[src/rtl/pipe_ctrl_pkg.sv]
// Shared types and widths for the pipeline hazard controller.
// Holds the FSM encoding and register/counter widths.
package pipe_ctrl_pkg;
    localparam int REG_W   = 5;
    localparam int CNT_W   = 16;
    localparam int STATE_W = 2;

    typedef enum logic [STATE_W-1:0] {
        RUN      = 2'd0,
        STALL    = 2'd1,
        MEM_WAIT = 2'd2,
        HALT     = 2'd3
    } hazState_e;
endpackage

[src/rtl/sat_counter16.sv]
// Saturating up-counter with enable and async active-low reset.
// Holds at all-ones instead of wrapping.
module sat_counter16
    import pipe_ctrl_pkg::*;
(
    input  logic             clock,
    input  logic             reset_n,
    input  logic             en,
    output logic [CNT_W-1:0] count
);
    always_ff @(posedge clock or negedge reset_n) begin
        if (!reset_n) begin
            count <= '0;
        end else if (en && (count != {CNT_W{1'b1}})) begin
            count <= count + 1'b1;
        end
    end
endmodule

[src/rtl/pipeline_hazard_ctrl.sv]
// Load-use, control-flow and memory-wait hazard controller.
// Drives pipeline register enables/flushes and perf counters.
module pipeline_hazard_ctrl
    import pipe_ctrl_pkg::*;
#(
    parameter int LU_STALL_CYCLES = 1,
    parameter int MEM_TIMEOUT     = 255
) (
    input  logic             clock,
    input  logic             reset_n,
    input  logic             iIDEX_MemRead,
    input  logic [REG_W-1:0] iIDEX_Rt,
    input  logic [REG_W-1:0] iIFID_Rs,
    input  logic [REG_W-1:0] iIFID_Rt,
    input  logic             iIFID_UsesRt,
    input  logic             iBranchTaken,
    input  logic             iJump,
    input  logic             iHalt,
    input  logic             iMemBusy,
    output logic             oPCEnable,
    output logic             oIFIDEnable,
    output logic             oIDEXEnable,
    output logic             oEXMEMEnable,
    output logic             oMEMWBEnable,
    output logic             oIFIDFlush,
    output logic             oIDEXFlush,
    output logic [CNT_W-1:0] oStallCount,
    output logic [CNT_W-1:0] oFlushCount,
    output logic             oHalted,
    output logic             oError,
    output logic [1:0]       oState
);
    hazState_e state, nextState;
    logic [2:0] stallRem, nextRem;
    logic [7:0] waitCnt, nextWait;
    logic       halted, error, setErr;
    logic       luHazard, flushInc, stallInc;
    logic       pcEn, ifidEn, idexEn, exmemEn, memwbEn;
    logic       ifidFl, idexFl;

    assign luHazard = iIDEX_MemRead && (iIDEX_Rt != '0) &&
                      ((iIDEX_Rt == iIFID_Rs) ||
                       (iIFID_UsesRt && (iIDEX_Rt == iIFID_Rt)));

    always_comb begin
        pcEn      = 1'b0;
        ifidEn    = 1'b0;
        idexEn    = 1'b0;
        exmemEn   = 1'b0;
        memwbEn   = 1'b0;
        ifidFl    = 1'b0;
        idexFl    = 1'b0;
        flushInc  = 1'b0;
        setErr    = 1'b0;
        nextState = state;
        nextRem   = stallRem;
        nextWait  = waitCnt;
        unique case (state)
            RUN, MEM_WAIT: begin
                if (state == MEM_WAIT && iMemBusy) begin
                    nextWait = waitCnt + 8'd1;
                    if (nextWait == 8'(MEM_TIMEOUT)) begin
                        nextState = HALT;
                        setErr    = 1'b1;
                    end
                end else if (iMemBusy) begin
                    nextWait = 8'd1;
                    if (MEM_TIMEOUT == 1) begin
                        nextState = HALT;
                        setErr    = 1'b1;
                    end else begin
                        nextState = MEM_WAIT;
                    end
                end else begin
                    nextWait  = 8'd0;
                    nextState = RUN;
                    pcEn      = 1'b1;
                    ifidEn    = 1'b1;
                    idexEn    = 1'b1;
                    exmemEn   = 1'b1;
                    memwbEn   = 1'b1;
                    if (iBranchTaken) begin
                        ifidFl   = 1'b1;
                        idexFl   = 1'b1;
                        flushInc = 1'b1;
                    end else if (luHazard) begin
                        pcEn   = 1'b0;
                        ifidEn = 1'b0;
                        idexFl = 1'b1;
                        if (LU_STALL_CYCLES > 1) begin
                            nextState = STALL;
                            nextRem   = 3'(LU_STALL_CYCLES - 1);
                        end
                    end else if (iHalt) begin
                        nextState = HALT;
                    end else if (iJump) begin
                        ifidFl   = 1'b1;
                        flushInc = 1'b1;
                    end
                end
            end
            STALL: begin
                if (!iMemBusy) begin
                    idexEn  = 1'b1;
                    exmemEn = 1'b1;
                    memwbEn = 1'b1;
                    idexFl  = 1'b1;
                    if (stallRem <= 3'd1) begin
                        nextRem   = 3'd0;
                        nextState = RUN;
                    end else begin
                        nextRem = stallRem - 3'd1;
                    end
                end
            end
            HALT: begin
            end
        endcase
    end

    always_ff @(posedge clock or negedge reset_n) begin
        if (!reset_n) begin
            state    <= RUN;
            stallRem <= '0;
            waitCnt  <= '0;
            halted   <= 1'b0;
            error    <= 1'b0;
        end else begin
            state    <= nextState;
            stallRem <= nextRem;
            waitCnt  <= nextWait;
            halted   <= (nextState == HALT);
            error    <= error | setErr;
        end
    end

    // Reset overrides the state-derived controls immediately.
    assign oPCEnable    = reset_n & pcEn;
    assign oIFIDEnable  = reset_n & ifidEn;
    assign oIDEXEnable  = reset_n & idexEn;
    assign oEXMEMEnable = reset_n & exmemEn;
    assign oMEMWBEnable = reset_n & memwbEn;
    assign oIFIDFlush   = reset_n & ifidFl;
    assign oIDEXFlush   = reset_n & idexFl;
    assign oHalted      = halted;
    assign oError       = error;
    assign oState       = state;

    assign stallInc = (state != HALT) && !pcEn;

    sat_counter16 uStallCnt (
        .clock   (clock),
        .reset_n (reset_n),
        .en      (stallInc),
        .count   (oStallCount)
    );

    sat_counter16 uFlushCnt (
        .clock   (clock),
        .reset_n (reset_n),
        .en      (flushInc),
        .count   (oFlushCount)
    );
endmodule

[config.mk]
export PLATFORM = sky130hd
export DESIGN_NAME = pipeline_hazard_ctrl
export DESIGN_NICKNAME = d
export VERILOG_FILES = /design/src/rtl/pipe_ctrl_pkg.sv /design/src/rtl/sat_counter16.sv /design/src/rtl/pipeline_hazard_ctrl.sv
export SDC_FILE = /design/constraint.sdc
export NUM_CORES = 1
export LEC_CHECK = 0
export BUFFER_PORTS_ARGS = -buffer_cell sky130_fd_sc_hd__buf_2
export CORE_AREA = 8 8 110 112
export CTS_CLUSTER_SIZE = 24
export DETAILED_ROUTE_END_ITERATION = 16
export DIE_AREA = 0 0 118 120
export PLACE_DENSITY = 0.51
export SYNTH_ARGS = -nofsm -noshare
export SYNTH_HDL_FRONTEND = slang
export SYNTH_SLANG_ARGS = --single-unit
[constraint.sdc]
create_clock -name clock -period 2.5 [get_ports clock]
set_clock_uncertainty 0.2 [all_clocks]
set_input_delay 0.125 -clock clock [delete_from_list [all_inputs] [get_ports clock]]
set_output_delay 0.125 -clock clock [all_outputs]
set_load 0.05 [all_outputs]
==> Flow_metrics.wiki <==
{| class="wikitable"
! Metric !! Value
|-
| Minimum hold slack || 133 ps
|-
| Clock transition at path regs || 80 ps
|-
| Synth-to-layout area growth || 25.4%
|-
| Sequential share of the synthesized area || 0.465
|-
| DRC violation total after the first TritonRoute iteration || 66
|-
| Async SR Flop Fraction || 1.00
|-
| Number of top-level pins || 66
|-
| Highest fanout seen on the critical path || 16
|-
| Fin crit share || 0.947
|-
| Post-detailed-route DRC marker count || 0
|-
| Proportion of layout cells with a drive suffix above 1 || 0.319
|-
| Synth Area in Adders || 0.0247
|-
| Proportion of power drawn by combinational gates || 0.471
|-
| Top flip-flop cell by instance count after synthesis || sky130_fd_sc_hd__dfrtp_1
|-
| Fraction of post-synthesis cell area in the top cell type by area || 0.465
|-
| Largest net degree at the start of global routing || 48
|-
| Required arrival time at the worst endpoint || 2480 ps
|-
| Switching power of the nets || 1.44 mW
|-
| Max_slew headroom || 0.597
|-
| Final Non-Filler Cells || 463
|-
| Data arrival at the endpoint of the critical path || 2350 ps
|-
| Global-route congestion overflow total || 0
|-
| Initial antenna violation count || 0
|-
| Area used by multi-input combinational logic || 0.00128 mm^2
|-
| FF+latch area || 0.00118 mm^2
|-
| CTS Buf Count || 5
|-
| Fill cell count || 1103
|-
| Startpoint type of the worst setup path || flop
|-
| Switching share of power || 0.486
|-
| Nets in the synthesized netlist || 272
|-
| Post-synthesis mux area share || 0.0104
|-
| Height of the die || 120 um
|-
| Path class of the lowest-slack min-delay path || in -> reg
|-
| Result of the run || finished, final reports clean
|-
| Area fraction in and, or, nand and nor cells after synthesis || 0.215
|-
| Syn Std Cell Area || 0.00253 mm^2
|-
| # diodes || 0
|-
| CP top delay family || compound AO/OA/AOI/OAI gates
|-
| Tightest Pin Transition || 605 ps
|-
| Post-cts repair resize count || 0
|-
| Routed wirelength normalized by instance count || 13.6 um
|-
| Unrepaired setup endpoints after global routing || no
|-
| Cell variety after synth || 49
|-
| Count of clock tree sinks || 47
|-
| Highest cell delay on the worst timing path || 450 ps
|-
| Flop pwr share || 0.380
|-
| Cell count after synthesis || 244
|-
| Max clock buf depth || 2
|-
| WL final || 6310 um
|-
| Port buffer count || 65
|-
| Buffer and inverter count on the worst path || 0
|-
| Vias after detailed routing || 2053
|-
| Total global routing track utilization || 0.0939
|-
| Post-route ant nets || 0
|-
| Max-cap viol count || 0
|-
| Area fraction in compound gates after synthesis || 0.103
|-
| Detailed placement HPWL || 4950 um
|-
| Initial DRT Pass Iterations || 4
|-
| Post-synthesis cell type with the largest combined area || sky130_fd_sc_hd__dfrtp_1
|-
| Final setup violating endpoints || 0
|-
| Cell Chain, Critical Path || ha_1 -> and3_4 -> a311o_2 -> o21ai_4 -> mux2_2
|-
| X dimension of the die || 118 um
|-
| Static Leakage || 1.43 nW
|-
| Wire length of the first global-routing pass || 11000 um
|-
| Final weighted congestion in routability-driven placement || 0.751
|-
| Achievable frequency || 0.422 GHz
|-
| Cell chosen for the clock root || sky130_fd_sc_hd__clkbuf_8
|-
| Path type of the worst setup path || reg -> reg
|-
| Die ar. || 0.0142 mm^2
|-
| Number of cell rows || 38
|-
| Final hold vios || 0
|-
| Xor-xnor portion of the synthesized cell area || 0.149
|-
| Slowest stage cell, crit path || sky130_fd_sc_hd__dfrtp_1
|-
| Synth Area per Inst || 10.4 um^2
|-
| Final net count || 350
|-
| PwrDens || 936 mW/mm^2
|-
| Effective utilization at floorplan || 0.241
|-
| Seq cells post-synth || 47
|-
| Internal portion of total power || 1.53 mW
|-
| Via count of the first global-routing pass || 2226
|-
| Clock tree from TritonCTS || built
|-
| Number of pins exceeding their max-slew limit in the final report || 0
|-
| Time the final worst path needs with I/O delays and setup || 2370 ps
|-
| Kind of end point of the critical path || flop
|-
| Clock share of power || 0.149
|-
| Top cells by area, synth || sky130_fd_sc_hd__dfrtp_1 (46%), sky130_fd_sc_hd__xor2_1 (8.0%), sky130_fd_sc_hd__xnor2_1 (6.9%)
|-
| Number of warnings issued by yosys || 0
|-
| Total number of H-tree levels || 2
|-
| Core area || 0.0105 mm^2
|-
| Largest family of logic cells by synthesized area || simple AND/OR/NAND/NOR gates
|-
| Via count normalized by instance count || 4.43
|-
| Clock network latency to the later pin of the worst-skew pair || 300 ps
|-
| Number of flops mapped to enable cells by yosys || 0
|-
| Number of placed cells counting well taps || 451
|-
| Worst IR drop on VDD || 648 uV
|}
layout by cell type, fill, tap and decap left out, types with 2 or more instances in the layout:
master                          instances
sky130_fd_sc_hd__clkbuf_8               5
sky130_fd_sc_hd__nand4_1               12
sky130_fd_sc_hd__xnor2_1               20
sky130_fd_sc_hd__o31ai_1                3
sky130_fd_sc_hd__dfrtp_1               47
sky130_fd_sc_hd__nor3_1                 3
sky130_fd_sc_hd__o21ai_0               13
sky130_fd_sc_hd__nand3_1               12
sky130_fd_sc_hd__or4_1                  2
sky130_fd_sc_hd__ha_1                   5
sky130_fd_sc_hd__nor3_2                 5
sky130_fd_sc_hd__nor2b_1                3
sky130_fd_sc_hd__a21oi_1                5
sky130_fd_sc_hd__nand3_2                2
sky130_fd_sc_hd__clkbuf_1               2
sky130_fd_sc_hd__buf_4                 10
sky130_fd_sc_hd__nor2_1                17
sky130_fd_sc_hd__and3_1                 3
sky130_fd_sc_hd__nand2_1               21
sky130_fd_sc_hd__nand2b_1               2
sky130_fd_sc_hd__buf_2                 65
sky130_fd_sc_hd__inv_1                  8
sky130_fd_sc_hd__xor2_1                23
sky130_fd_sc_hd__nor4_1                 4
sky130_fd_sc_hd__dlygate4sd3_1          3
worst min-delay path, delay by kind of cell:
| family | cells | cell delay [ps] |
|---|---|---|
| AO/OA/AOI/OAI | 2 | 210 |
| buffers and inverters | 2 | 250 |
cell usage after synthesis (2+ instances only):
library cell	n
sky130_fd_sc_hd__a21oi_1	6
sky130_fd_sc_hd__and3_1	3
sky130_fd_sc_hd__inv_1	8
sky130_fd_sc_hd__nor2_1	17
sky130_fd_sc_hd__nor3_1	3
sky130_fd_sc_hd__nor4_1	4
sky130_fd_sc_hd__o21ai_0	13
sky130_fd_sc_hd__nand3_1	12
sky130_fd_sc_hd__nor3_2	5
sky130_fd_sc_hd__xnor2_1	20
sky130_fd_sc_hd__nor2b_1	3
sky130_fd_sc_hd__nand2_1	21
sky130_fd_sc_hd__dfrtp_1	47
sky130_fd_sc_hd__nand3_2	2
sky130_fd_sc_hd__or4_1	2
sky130_fd_sc_hd__clkbuf_1	2
sky130_fd_sc_hd__nand4_1	12
sky130_fd_sc_hd__buf_6	2
sky130_fd_sc_hd__xor2_1	23
sky130_fd_sc_hd__ha_1	5
sky130_fd_sc_hd__o31ai_1	3
sky130_fd_sc_hd__nand2b_1	2
sky130_fd_sc_hd__buf_4	3
metrics by stage:
stage / area [um^2] / setup WS [ps] / power (mW) / TNS, ps / utilization
after floorplan: 2540 / -4.11 / 2.17 / -4.11 / -
after global placement: 3050 / 222 / 2.54 / 0 / 0.291
after detailed placement: 3050 / 142 / 2.55 / 0 / 0.291
after CTS: 3170 / 130 / 3.02 / 0 / 0.301
after global routing: 3170 / 13.8 / 3.19 / 0 / 0.302
final: 3170 / 132 / 2.97 / 0 / 0.302
kinds of logic (layout without fill, tap and decap cells):
group | count (synthesis) | in the layout
flops | 47 | 47
compound gates | 35 | 35
xor+xnor | 43 | 43
simple gates | 97 | 97
buf+inv | 15 | 94
fa+ha+maj | 5 | 5
mux | 2 | 2
metal layers:
metal / vias up / wire [um] / global-route usage
li1: 1014 / - / -
met1: 993 / 3000 / 0.119
met2: 41 / 2940 / 0.151
met3: 5 / 299 / 0.0301
met4: 0 / 70 / 0.0264
met5: - / 0 / 0
layout make-up:
| class | count | area share |
|---|---|---|
| tap | 140 | 0.0552 |
| clock inverter | 1 | 0.00158 |
| clock buffer | 7 | 0.0241 |
| sequential | 47 | 0.371 |
| multi-input combinational | 182 | 0.403 |
| inverter | 8 | 0.00946 |
| timing repair buffer | 78 | 0.136 |
sequential cells by signal (all words and copies together) (netlist names):
name,flops
stallRem,3
uFlushCnt.count,16
oError,1
waitCnt,8
uStallCnt.count,16
oState,2
oHalted,1
worst paths after layout:
| check | start | endpoint | slack, ps | cells after the start |
|---|---|---|---|---|
| max in group asynchronous | reset_n | uFlushCnt.count[10]$_DFFE_PN0P_ | 1390 | 3 |
| worst min register to register | oError$_DFF_PN0_ | oError$_DFF_PN0_ | 280 | 1 |
| min in group asynchronous | reset_n | oError$_DFF_PN0_ | 300 | 3 |
| worst max register to register | uStallCnt.count[1]$_DFFE_PN0P_ | uStallCnt.count[1]$_DFFE_PN0P_ | 130 | 5 |
| worst min-delay path | iBranchTaken | oState[1]$_DFF_PN0_ | 130 | 4 |
| worst max-delay path | uStallCnt.count[1]$_DFFE_PN0P_ | uStallCnt.count[1]$_DFFE_PN0P_ | 130 | 5 |
power by group through the flow:
stage                     clock (mW)  sequential, mW  combinational, mW
after floorplan                    0            1.60              0.572
after global placement             0            1.14               1.40
after detailed placement           0            1.14               1.41
after CTS                      0.469            1.13               1.42
after global routing           0.506            1.17               1.52
final                          0.443            1.13               1.40
repair_timing:
action                                 4_1_cts  5_1_grt
setup endpoints to repair                    0        2
setup buffers                                0        1
hold buffers                                 3        0
endpoints found under the hold margin       49        0
No activity file was read; power rests on OpenSTA's default activity.
